==> config.mk <==
export PLATFORM = sky130hd
export DESIGN_NAME = flux_tag_arbiter_flat
export DESIGN_NICKNAME = d
export VERILOG_FILES = /design/src/rtl/flux_tag_arbiter_if.sv /design/src/rtl/flux_tag_arbiter.sv /design/src/flat_wrapper.sv
export SDC_FILE = /design/constraint.sdc
export NUM_CORES = 1
export LEC_CHECK = 0
export BUFFER_PORTS_ARGS = -buffer_cell sky130_fd_sc_hd__buf_2
export CAP_MARGIN = 40
export CORE_MARGIN = 2
export CORE_UTILIZATION = 49
export DETAILED_ROUTE_END_ITERATION = 8
export PLACE_DENSITY = 0.82
export REMOVE_ABC_BUFFERS = 1
export SYNTH_ARGS = -nofsm -noshare
export SYNTH_HDL_FRONTEND = slang
export SYNTH_SLANG_ARGS = --single-unit
==> constraint.sdc <==
create_clock -name clk -period 8.49 [get_ports clk]
set_input_delay 2.547 -clock clk [delete_from_list [all_inputs] [get_ports clk]]
set_output_delay 2.547 -clock clk [all_outputs]
set_load 0.02 [all_outputs]
==> src/rtl/flux_tag_arbiter_if.sv <==
// flux_tag_arbiter_if: channel-side valid/ready handshake plus the shared
// multi-flux FIFO write port and per-flux read-event strobes.
// master = traffic source / FIFO side, slave = the arbiter.
interface flux_tag_arbiter_if #(
  parameter int DATA_WIDTH = 8,
  parameter int FLUX       = 2
);
  localparam int TAG_WIDTH = (FLUX > 1) ? $clog2(FLUX) : 1;

  logic [FLUX-1:0]                 in_valid;
  logic [FLUX*DATA_WIDTH-1:0]      in_data;
  logic [FLUX-1:0]                 in_ready;
  logic                            wr_en;
  logic [TAG_WIDTH+DATA_WIDTH-1:0] wr_din;
  logic                            wr_full;
  logic [FLUX-1:0]                 rd_evt;

  modport master (
    output in_valid, in_data, wr_full, rd_evt,
    input  in_ready, wr_en, wr_din
  );

  modport slave (
    input  in_valid, in_data, wr_full, rd_evt,
    output in_ready, wr_en, wr_din
  );
endinterface

==> src/rtl/flux_tag_arbiter.sv <==
// flux_tag_arbiter: round-robin arbiter feeding FLUX tagged channels into one
// shared multi-flux FIFO of DEPTH entries. Tracks FIFO occupancy (including the
// registered write still in flight) so grants never overrun the FIFO.
// Optional feature macro: FLUX_QUOTA_EN -- per-flux entry counters limit each
// flux to QUOTA entries in the FIFO. Default build (macro undefined) has no
// per-flux counters and gates only on wr_full and occupancy.
module flux_tag_arbiter #(
  parameter int DATA_WIDTH = 8,
  parameter int FLUX       = 2,
  parameter int DEPTH      = 4,
  parameter int QUOTA      = 2
) (
  input  logic              clk,
  input  logic              rst,
  flux_tag_arbiter_if.slave bus
);
  localparam int TAG_WIDTH = $clog2(FLUX);
  localparam int CNT_WIDTH = $clog2(DEPTH) + 1;
  localparam logic [CNT_WIDTH-1:0] DEPTH_C  = CNT_WIDTH'(DEPTH);
  localparam logic [TAG_WIDTH-1:0] LAST_RST = TAG_WIDTH'(FLUX - 1);

  // Reject illegal configurations at elaboration time.
  generate
    if (FLUX < 2 || QUOTA < 1 || QUOTA > DEPTH) begin : g_param_check
      $error("flux_tag_arbiter: illegal FLUX/DEPTH/QUOTA combination");
    end
  endgenerate

  logic [CNT_WIDTH-1:0]            r_occ;
  logic [TAG_WIDTH-1:0]            r_last;
  logic                            r_wr_en;
  logic [TAG_WIDTH+DATA_WIDTH-1:0] r_wr_din;

  logic [FLUX-1:0]       w_elig;
  logic [FLUX-1:0]       w_grant;
  logic [FLUX-1:0]       w_rd_ok;
  logic                  w_any;
  logic [TAG_WIDTH-1:0]  w_gidx;
  logic [DATA_WIDTH-1:0] w_payload;
  logic [CNT_WIDTH-1:0]  w_occ_nxt;

`ifdef FLUX_QUOTA_EN
  logic [CNT_WIDTH-1:0] r_cnt [FLUX];
`endif

  // Eligibility uses only registered state, so reads raise it one cycle later.
  always_comb begin
    w_elig = '0;
    for (int f = 0; f < FLUX; f++) begin
`ifdef FLUX_QUOTA_EN
      w_elig[f] = !rst && bus.in_valid[f] && !bus.wr_full && (r_occ < DEPTH_C)
                  && (r_cnt[f] < CNT_WIDTH'(QUOTA));
`else
      w_elig[f] = !rst && bus.in_valid[f] && !bus.wr_full && (r_occ < DEPTH_C);
`endif
    end
  end

  // Round-robin pick: scan from last+1 with wrap, first eligible channel wins.
  always_comb begin
    int   v_idx;
    logic v_hit;
    w_grant = '0;
    w_gidx  = r_last;
    w_any   = 1'b0;
    v_idx   = 0;
    v_hit   = 1'b0;
    for (int k = 1; k <= FLUX; k++) begin
      v_idx          = ((int'(r_last) + k) >= FLUX) ? (int'(r_last) + k - FLUX)
                                                    : (int'(r_last) + k);
      v_hit          = !w_any && w_elig[v_idx];
      w_grant[v_idx] = v_hit;
      w_gidx         = v_hit ? TAG_WIDTH'(v_idx) : w_gidx;
      w_any          = w_any | v_hit;
    end
  end

  assign w_payload = bus.in_data[w_gidx*DATA_WIDTH +: DATA_WIDTH];

  // Net occupancy: count honoured reads (never more than held) against the grant.
  always_comb begin
    int v_num;
    v_num   = 0;
    w_rd_ok = '0;
    for (int f = 0; f < FLUX; f++) begin
`ifdef FLUX_QUOTA_EN
      w_rd_ok[f] = bus.rd_evt[f] && (r_cnt[f] != '0);
`else
      w_rd_ok[f] = bus.rd_evt[f];
`endif
      v_num = v_num + (w_rd_ok[f] ? 1 : 0);
    end
    v_num     = (v_num > int'(r_occ)) ? int'(r_occ) : v_num;
    w_occ_nxt = r_occ - CNT_WIDTH'(v_num) + {{(CNT_WIDTH-1){1'b0}}, w_any};
  end

  // Grant bookkeeping, occupancy and the registered one-cycle FIFO write.
  always_ff @(posedge clk) begin
    if (rst) begin
      r_occ    <= '0;
      r_last   <= LAST_RST;
      r_wr_en  <= 1'b0;
      r_wr_din <= '0;
    end else begin
      r_occ   <= w_occ_nxt;
      r_wr_en <= w_any;
      if (w_any) begin
        r_last   <= w_gidx;
        r_wr_din <= {w_gidx, w_payload};
      end else begin
        r_last   <= r_last;
        r_wr_din <= r_wr_din;
      end
    end
  end

`ifdef FLUX_QUOTA_EN
  // Per-flux held-entry counters: +1 on grant, -1 on an honoured read.
  always_ff @(posedge clk) begin
    for (int f = 0; f < FLUX; f++) begin
      if (rst) begin
        r_cnt[f] <= '0;
      end else begin
        r_cnt[f] <= r_cnt[f] + {{(CNT_WIDTH-1){1'b0}}, w_grant[f]}
                             - {{(CNT_WIDTH-1){1'b0}}, w_rd_ok[f]};
      end
    end
  end
`endif

  // Reset masks the write port immediately so an in-flight write is dropped.
  assign bus.in_ready = w_grant;
  assign bus.wr_en    = r_wr_en & ~rst;
  assign bus.wr_din   = rst ? '0 : r_wr_din;

endmodule

==> src/flat_wrapper.sv <==
// flat-port wrapper written by rule: the top's interface ports become plain ports
module flux_tag_arbiter_flat 
#(
  parameter int DATA_WIDTH = 8,
  parameter int FLUX       = 2,
  parameter int DEPTH      = 4,
  parameter int QUOTA      = 2
)
  (clk, rst, bus_in_valid, bus_in_data, bus_wr_full, bus_rd_evt, bus_in_ready, bus_wr_en, bus_wr_din);
  flux_tag_arbiter_if #(.DATA_WIDTH(DATA_WIDTH), .FLUX(FLUX)) bus_i ();
  input  logic clk;
  input  logic rst;
  input wire logic [$bits(bus_i.in_valid)-1:0] bus_in_valid;
  input wire logic [$bits(bus_i.in_data)-1:0] bus_in_data;
  input wire logic [$bits(bus_i.wr_full)-1:0] bus_wr_full;
  input wire logic [$bits(bus_i.rd_evt)-1:0] bus_rd_evt;
  output wire logic [$bits(bus_i.in_ready)-1:0] bus_in_ready;
  output wire logic [$bits(bus_i.wr_en)-1:0] bus_wr_en;
  output wire logic [$bits(bus_i.wr_din)-1:0] bus_wr_din;
  assign bus_i.in_valid = bus_in_valid;
  assign bus_i.in_data = bus_in_data;
  assign bus_i.wr_full = bus_wr_full;
  assign bus_i.rd_evt = bus_rd_evt;
  assign bus_in_ready = bus_i.in_ready;
  assign bus_wr_en = bus_i.wr_en;
  assign bus_wr_din = bus_i.wr_din;
  flux_tag_arbiter #(.DATA_WIDTH(DATA_WIDTH), .FLUX(FLUX), .DEPTH(DEPTH), .QUOTA(QUOTA)) u_core (.clk(clk), .rst(rst), .bus(bus_i));
endmodule
==> impl_metrics.ini, run 1 <==
[cts]
cts_setup_buffers = 0
cts_root_buf = clkbuf_4
tritoncts = built
clkTransAtPathRegs_ns = 0.08
ctsResizeCount = 0
cts_buffers = 3
clk_latency_ns = 0.27
clockBufferDepth = 2
htree_num_levels = 1
clock_sinks = 14
postCtsHoldBufs = 0

[grt]
gr-usage-met1 = 0.251
antenna_found_initial = 0
grt_pass1_wl_mm = 2.84
grt-busiest-layer = met2
track_usage = 0.191
grt_overflow_total = 0
met3_usage = 0.0408
grt_max_degree = 17
grt_pass1_vias = 688
grt_util_met2 = 0.304

[floorplan]
initial_utilization = 0.529
dieArea_mm2 = 0.00198
ios = 35
die_h_um = 44.6
coreArea_mm2 = 0.00152
die_x_um = 44.6
row_count = 14

[yosys]
synth_cells = 99
synth_area_per_cell_um2 = 8.14
syn_area_um2 = 806
ys_seq_elements = 14
yosysUniqueCellTypes = 22
ys_seq_area_frac = 0.348
yosysWarnings = 0

[final_layout]
postLayoutCellArea_mm2 = 0.00102
area_growth_pct = 26.6
nets = 165
drive_above_1_share = 0.313
final_cell_mix = buf_2, nor2b_1, dfxtp_1
layout_commonest_cell = buf_2
antenna_cells = 0

[drt]
num_vias = 769
drt_wl_total_mm = 1.60
post_drt_wl_per_cell_um = 10.7
drtIter0Drc = 10
final_antenna_net_count = 0
via_per_inst = 5.13
drtPass1Iterations = 4
drcViolationCount = 0

[pwr]
power.density_mw_per_mm2 = 235
p_leak_nw = 0.506
peakVddDrop_uv = 129
power.total_uw = 239

[worst_setup_path]
worstSetupPathType = input pin to output port
setup.worst_path.end_class = output port
critPathLaunchType = input pin
crit_chain = buf_2, nor3_2, and3_1, buf_2
critPathBufInv = 2
critPathArrivalTime_ns = 3.77
crit_fanout = 16
crit_top_cell = buf_2
required_ns = 5.94
critPathSlowestCell = and3_1
cpPeakStageDelay_ns = 0.42
crit_family = simple AND/OR/NAND/NOR gates

[sta]
period_share = 0.744
setup_viol = 0
worst_pin_slew_ns = 0.630
rsz0062_at_grt = no
fin_crit_ns = 6.31
setup-tns-final_ns = 0
hold_violations = 0
fin_ws_ns = 2.18
fmaxAchievable_mhz = 158
worst_hold_slack_ns = 0.565
slew_viol_final = 0
skew_ns = 0.00271
max_slew_margin = 0.578

[run_status]
status = finished clean

[placement]
place_area_um2 = 983
gp_congestion = 0.708
post-place-ws_ns = 2.17
hpwl_mm = 1.28
portBuffers = 34

[job]
cap_viol_max_count = 0

[min_path]
hold_path_class = flip-flop to flip-flop
sequential cells by signal, indices dropped and copies added, names as in the netlist:
register and cells:
u_core.r_wr_din 9, u_core.r_wr_en 1, u_core.r_occ 3, u_core.r_last 1
kinds of logic after synthesis:
group / share of synthesized area
flops: 0.348
xor+xnor: 0.0217
buf+inv: 0.0435
simple gates: 0.304
compound gates: 0.165
fa+ha+maj: 0.118
synth_stat cells:
library cell / n / area share
and3_1: 1 / 0.0078
a2bb2oi_4: 1 / 0.033
a21oi_1: 10 / 0.062
nand2_1: 10 / 0.047
o21ai_0: 2 / 0.012
inv_1: 6 / 0.028
or3_1: 1 / 0.0078
nor3_2: 1 / 0.012
or2_2: 1 / 0.0078
dfxtp_1: 14 / 0.35
a31oi_1: 1 / 0.0078
nand2b_1: 1 / 0.0078
xnor2_1: 2 / 0.022
buf_2: 1 / 0.0062
o21ai_1: 8 / 0.050
nor2_1: 13 / 0.061
ha_1: 6 / 0.093
nor4b_4: 1 / 0.029
fa_1: 1 / 0.025
clkbuf_1: 2 / 0.0093
and2_1: 1 / 0.0078
nor2b_1: 15 / 0.12
final cells by class:
cell class	count	area (um2)
timing repair buffer	34	170
inverter	6	22.5
multi-input combinational	76	490
tap	16	20.0
fill	140	504
clock buffer	4	36.3
sequential	14	280
final timing paths:
| kind | startpoint | end | slack (ns) | depth (start not counted) |
|---|---|---|---|---|
| max | rst | bus_in_ready[0] | 2.18 | 4 |
| min | u_core.r_wr_din[4]$_SDFFE_PP0N_ | u_core.r_wr_din[4]$_SDFFE_PP0N_ | 0.56 | 3 |
| max reg2reg | u_core.r_occ[1]$_SDFF_PP0_ | u_core.r_occ[2]$_SDFF_PP0_ | 5.83 | 12 |
| min reg2reg | u_core.r_wr_din[4]$_SDFFE_PP0N_ | u_core.r_wr_din[4]$_SDFFE_PP0N_ | 0.56 | 3 |
through the flow:
stage                     std cells   util
after global routing            150  0.669
after floorplan                  96      -
after global placement          146  0.645
final                           150  0.669
after detailed placement        146  0.645
after CTS                       150  0.669
power breakdown:
| part | leakage, nW | switching (mW) | internal [mW] |
|---|---|---|---|
| Clock | 0.0210 | 0.0206 | 0.0260 |
| Combinational | 0.369 | 0.0538 | 0.0499 |
| Sequential | 0.116 | 0.00823 | 0.0807 |
| Total | 0.506 | 0.0827 | 0.157 |
per-layer routing:
metal | vias up | wire [um]
li1 | 393 | -
met1 | 347 | 691
met2 | 27 | 779
met3 | 2 | 121
met4 | 0 | 9
met5 | - | 0
worst min-delay path, stage by stage, from the launching register on:
cell and delay (ns):
dfxtp_1 0.30, nor2b_1 0.13, nand2_1 0.05, o21ai_1 0.05
Note: power is estimated with default switching activity, not from simulation.
==> run 2: changes to the inputs <==
--- a/config.mk
+++ b/config.mk
@@ -5,12 +5,13 @@
 export SDC_FILE = /design/constraint.sdc
 export NUM_CORES = 1
 export LEC_CHECK = 0
+export ABC_AREA = 1
 export BUFFER_PORTS_ARGS = -buffer_cell sky130_fd_sc_hd__buf_2
 export CAP_MARGIN = 40
 export CORE_MARGIN = 2
-export CORE_UTILIZATION = 49
+export CORE_UTILIZATION = 44
 export DETAILED_ROUTE_END_ITERATION = 8
-export PLACE_DENSITY = 0.82
+export PLACE_DENSITY = 0.75
 export REMOVE_ABC_BUFFERS = 1
 export SYNTH_ARGS = -nofsm -noshare
 export SYNTH_HDL_FRONTEND = slang
==> constraint.sdc (replaced) <==
create_clock -name clk -period 5.7 [get_ports clk]
set_input_delay 1.71 -clock clk [delete_from_list [all_inputs] [get_ports clk]]
set_output_delay 1.71 -clock clk [all_outputs]
set_load 0.02 [all_outputs]
==> run 2 against run 1 <==
  * First-iteration DRC count up 50%
  * Synthesized cell count grew 49%
  * Sequential cell count unchanged
==> impl_metrics.ini, run 2 <==
[placement]
dp.cells = 205
portBuffers = 34
hpwl_mm = 1.62
gp_congestion = 0.774

[final_layout]
antenna_cells = 0
fin_cells = 209
largest_reg_flops = 9
top_regs = u_core.r_wr_din (9), u_core.r_occ (3)
regMostFlops = u_core.r_wr_din
utilization = 0.544
nets = 212
drive_above_1_share = 0.254
layout_commonest_cell = inv_1
area_growth_pct = 18.7
ff_latch_area_um2 = 280
multi_input_area_um2 = 539
final_cell_mix = inv_1, buf_2, nand2_1
fill_cells = 227

[yosys]
ys.flop_type = dfxtp_1
ys_seq_elements = 14
yosysMostFrequentCell = inv_1
syn_area_mm2 = 0.00100
synthTopCellsByCount = inv_1, nand2_1, nand3_1
ys_seq_area_frac = 0.279
synth_area_per_cell_um2 = 6.79
yosysUniqueCellTypes = 19
netlist.area_leader.share = 0.279
yosysWarnings = 0
synth_edf_count = 0
synth_cells = 148
synth-async-reset-ratio = 0
yosys-top-cells-area = dfxtp_1, inv_1, nand3_1, nand2_1, ha_1
synth_area_leader_cell = dfxtp_1

[floorplan]
die_x_um = 51.8
ios = 35
die_h_um = 51.8
dieArea_mm2 = 0.00268
initial_utilization = 0.459
coreArea_mm2 = 0.00219
row_count = 17

[cts]
cts_root_buf = clkbuf_4
htree_num_levels = 1
clock_sinks = 14
clk_latency_ns = 0.29
clockBufferDepth = 2
cts_buffers = 3
cts_setup_buffers = 0
clkTransAtPathRegs_ns = 0.10
postCtsHoldBufs = 0
ctsResizeCount = 0
tritoncts = built

[pwr]
peakVddDrop_uv = 150
power.total_uw = 374
p_leak_nw = 0.748
power.density_mw_per_mm2 = 313

[grt]
grt_pass1_wl_mm = 3.68
grt_overflow_total = 0
antenna_found_initial = 0
grt_max_degree = 17
grt_pass1_vias = 916
track_usage = 0.181

[sta]
setup_viol = 0
skew_ns = 0.0145
max_slew_margin = 0.740
slew_viol_final = 0
fmaxAchievable_mhz = 220
hold_violations = 0
rsz0062_at_grt = no
period_share = 0.797
worst_pin_slew_ns = 0.389
setup-tns-final_ns = 0
fin_crit_ns = 4.54

[worst_setup_path]
critPathArrivalTime_ns = 2.83
required_ns = 3.99
setup.worst_path.end_class = output port
crit_fanout = 16
worstSetupPathType = input pin to output port
critPathLaunchType = input pin

[drt]
drtIter0Drc = 15
drcViolationCount = 0
post_drt_wl_per_cell_um = 9.94
final_antenna_net_count = 0
drt_wl_total_mm = 2.08
drtPass1Iterations = 4
via_per_inst = 4.56
num_vias = 954

[min_path]
hold_path_class = flip-flop to flip-flop

[job]
cap_viol_max_count = 0

[run_status]
status = finished clean
[run 2: changes by cell type after synthesis, moves of 2 or more]
cell and change:
nor2b_1 -15, clkbuf_1 -2, o21ai_1 -8, inv_1 +29, nand3_1 +24, buf_6 +3
nor2_1 +2, a21oi_1 -6, nand2_1 +21, nand2_4 +4
[run 2: power by group]
group	switching [mW]	leakage, nW	internal [mW]
Clock	0.0337	0.0210	0.0389
Sequential	0.0108	0.116	0.120
Combinational	0.104	0.611	0.0667
Total	0.148	0.748	0.226
[run 2: cell type report]
cell class,instances,share of cell area
Tap cell,28,0.0294
Multi-Input combinational cell,94,0.452
Sequential cell,14,0.235
Clock buffer,4,0.0304
Inverter,35,0.110
Timing Repair Buffer,34,0.143
[run 2: routing by layer]
layer,part of all wire,global-route usage
met1,0.46,0.228
met3,0.050,0.0201
met4,0.013,0.0789
met5,0,0
met2,0.48,0.312
[run 2: logic make-up (layout without fill, tap and decap cells)]
logic type	Yosys count	in the layout	share of synthesized area
adder cells (fa/ha/maj)	7	7	0.0946
AND/OR/NAND/NOR	79	79	0.399
AO/OA/AOI/OAI	7	7	0.0349
flip-flops	14	14	0.279
XOR/XNOR	1	1	0.00872
buffers and inverters	40	73	0.184
[run 2: final timing paths]
path | start | to | slack [ns] | depth (start not counted)
setup / recovery | rst | bus_in_ready[0] | 1.16 | 7
hold / removal | u_core.r_wr_din[0]$_SDFFE_PP0N_ | u_core.r_wr_din[0]$_SDFFE_PP0N_ | 0.54 | 4
setup reg to reg | u_core.r_occ[1]$_SDFF_PP0_ | u_core.r_occ[2]$_SDFF_PP0_ | 3.24 | 13
hold reg to reg | u_core.r_wr_din[0]$_SDFFE_PP0N_ | u_core.r_wr_din[0]$_SDFFE_PP0N_ | 0.54 | 4
[run 2: worst max-delay path, cell delays in order]
cell and delay, ns:
buf_2 0.20, nor2_4 0.35, inv_1 0.10, nor2_2 0.13, nand2_4 0.10, inv_1 0.07, buf_2 0.16
[run 2: metrics by stage]
step | setup WS, ns | hold slack, ns | area, um2
after detailed placement | 1.15 | 0.529 | 1160
after global routing | 1.09 | 0.590 | 1190
after global placement | 1.23 | 0.527 | 1160
final | 1.16 | 0.544 | 1190
after CTS | 1.15 | 0.547 | 1190
after floorplan | 1.53 | 0.529 | 951
==> run 3: changes to the inputs <==
--- a/config.mk
+++ b/config.mk
@@ -5,13 +5,13 @@
 export SDC_FILE = /design/constraint.sdc
 export NUM_CORES = 1
 export LEC_CHECK = 0
-export ABC_AREA = 1
+export ABC_AREA = 0
 export BUFFER_PORTS_ARGS = -buffer_cell sky130_fd_sc_hd__buf_2
 export CAP_MARGIN = 40
 export CORE_MARGIN = 2
-export CORE_UTILIZATION = 44
+export CORE_UTILIZATION = 45
 export DETAILED_ROUTE_END_ITERATION = 8
-export PLACE_DENSITY = 0.75
+export PLACE_DENSITY = 0.76
 export REMOVE_ABC_BUFFERS = 1
 export SYNTH_ARGS = -nofsm -noshare
 export SYNTH_HDL_FRONTEND = slang
==> constraint.sdc (replaced) <==
create_clock -name clk -period 4.5 [get_ports clk]
set_input_delay 1.35 -clock clk [delete_from_list [all_inputs] [get_ports clk]]
set_output_delay 1.35 -clock clk [all_outputs]
set_load 0.02 [all_outputs]
==> run 3 against run 2 <==
  * Sequential share of layout area rose by 3.5 points
  * Combinational power rose by 20%
  * Register-to-register slack worse by 1.5 ns
  * Cell area is 13% lower
  * Hold slack gained 0.019 ns
  * Sequential power grew 28%
  * Final cell count shrank 23%
==> impl_metrics.ini, run 3 (same netlist as run 1, synthesis figures left out) <==
[run_status]
status = finished clean

[cts]
postCtsHoldBufs = 0
clkTransAtPathRegs_ns = 0.09
clk_latency_ns = 0.27
cts_setup_buffers = 0
cts_root_buf = clkbuf_4
tritoncts = built
htree_num_levels = 1
ctsResizeCount = 0
clock_sinks = 14
clockBufferDepth = 2
cts_buffers = 3

[final_layout]
top_regs = u_core.r_wr_din (9), u_core.r_occ (3)
regMostFlops = u_core.r_wr_din
area_growth_pct = 28.9
layout_commonest_cell = buf_2
largest_reg_flops = 9
final_cell_mix = buf_2, nor2b_1, dfxtp_1
drive_above_1_share = 0.319
nets = 166
antenna_cells = 0
utilization = 0.608

[sta]
worst_pin_slew_ns = 0.636
max_slew_margin = 0.574
worst_hold_slack_ns = 0.564
fin_crit_ns = 3.72
skew_ns = 0.00132
setup_viol = 0
period_share = 0.826
rsz0062_at_grt = no
setup-tns-final_ns = 0
hold_violations = 0
slew_viol_final = 0
fmaxAchievable_mhz = 269

[worst_setup_path]
r2r-start = u_core.r_occ[1]$_SDFF_PP0_
crit_fanout = 16
rr_worst_depth = 12
reg2reg_to = u_core.r_occ[2]$_SDFF_PP0_
worstSetupPathType = input pin to output port
startpoint = rst
critPathLaunchType = input pin
required_ns = 3.15
rrSetupSlack_ns = 1.78
critPathArrivalTime_ns = 2.37
setup.worst_path.end_class = output port

[floorplan]
initial_utilization = 0.472
coreArea_mm2 = 0.00171
dieArea_mm2 = 0.00215
ios = 35
die_x_um = 46.3
die_h_um = 46.3
row_count = 15

[pwr]
cell_internal_pwr_uw = 299
power.total_uw = 461
switching_share = 0.352
p_leak_nw = 0.511
peakVddDrop_uv = 261
p_sw_uw = 162
power.density_mw_per_mm2 = 444
seq_power_share = 0.365
p_comb_frac = 0.442
clock_power_share = 0.193

[grt]
antenna_found_initial = 0
grt_pass1_vias = 693
grt_overflow_total = 0
track_usage = 0.181
grt_pass1_wl_mm = 2.76
grt_max_degree = 17

[drt]
via_per_inst = 4.71
num_vias = 754
drtPass1Iterations = 4
drtIter0Drc = 4
drcViolationCount = 0
final_antenna_net_count = 0
drt_wl_total_mm = 1.72
post_drt_wl_per_cell_um = 10.7

[placement]
gp_congestion = 0.695
hpwl_mm = 1.37
portBuffers = 34

[min_path]
min_from = u_core.r_wr_din[1]$_SDFFE_PP0N_
hold_path_class = flip-flop to flip-flop
holdPathEnd = u_core.r_wr_din[1]$_SDFFE_PP0N_
holdPathStages = 3

[job]
cap_viol_max_count = 0
[run 3: layout make-up]
cell class | count | area [um2]
multi-input cells | 76 | 490
flip-flops and latches | 14 | 280
inverters | 6 | 22.5
clock buffers | 4 | 36.3
repair buffers | 35 | 178
fillers | 171 | 669
well taps | 25 | 31.3
[run 3: power groups by stage]
stage          clock network [mW]  logic [mW]  registers [mW]
6_report                   0.0889       0.204           0.168
5_1_grt                    0.0969       0.232           0.171
4_1_cts                    0.0925       0.210           0.168
3_5_place_dp                    0       0.208           0.171
3_3_place_gp                    0       0.194           0.170
2_1_floorplan                   0       0.154           0.167
[run 3: critical path, stage by stage]
cell	delay, ns
buf_2	0.20
nor3_2	0.37
nand2_1	0.10
a31oi_1	0.16
buf_2	0.19
[run 3: layer usage]
| layer | vias up | part of all wire | GRT usage |
|---|---|---|---|
| met5 | - | 0 | 0 |
| met4 | 0 | 0 | 0.0514 |
| met3 | 0 | 0.043 | 0.0314 |
| met2 | 20 | 0.54 | 0.347 |
| met1 | 333 | 0.42 | 0.199 |
| li1 | 401 | - | - |
[run 3: worst max path at each step]
stage | slack [ns] | to
after detailed placement | 0.54 | u_core.r_occ[2]$_SDFF_PP0_
final | 0.78 | bus_in_ready[1]
after floorplan | 0.85 | u_core.r_occ[2]$_SDFF_PP0_
after global routing | 0.68 | u_core.r_occ[2]$_SDFF_PP0_
after global placement | 0.67 | u_core.r_occ[2]$_SDFF_PP0_
after CTS | 0.75 | bus_in_ready[1]
[run 3: per-stage QoR]
step | std cells | instance area [um2] | worst slack, ns
6_report | 160 | 1040 | 0.782
5_1_grt | 160 | 1040 | 0.680
4_1_cts | 160 | 1040 | 0.748
3_5_place_dp | 156 | 1000 | 0.536
3_3_place_gp | 156 | 1000 | 0.672
2_1_floorplan | 96 | 793 | 0.853
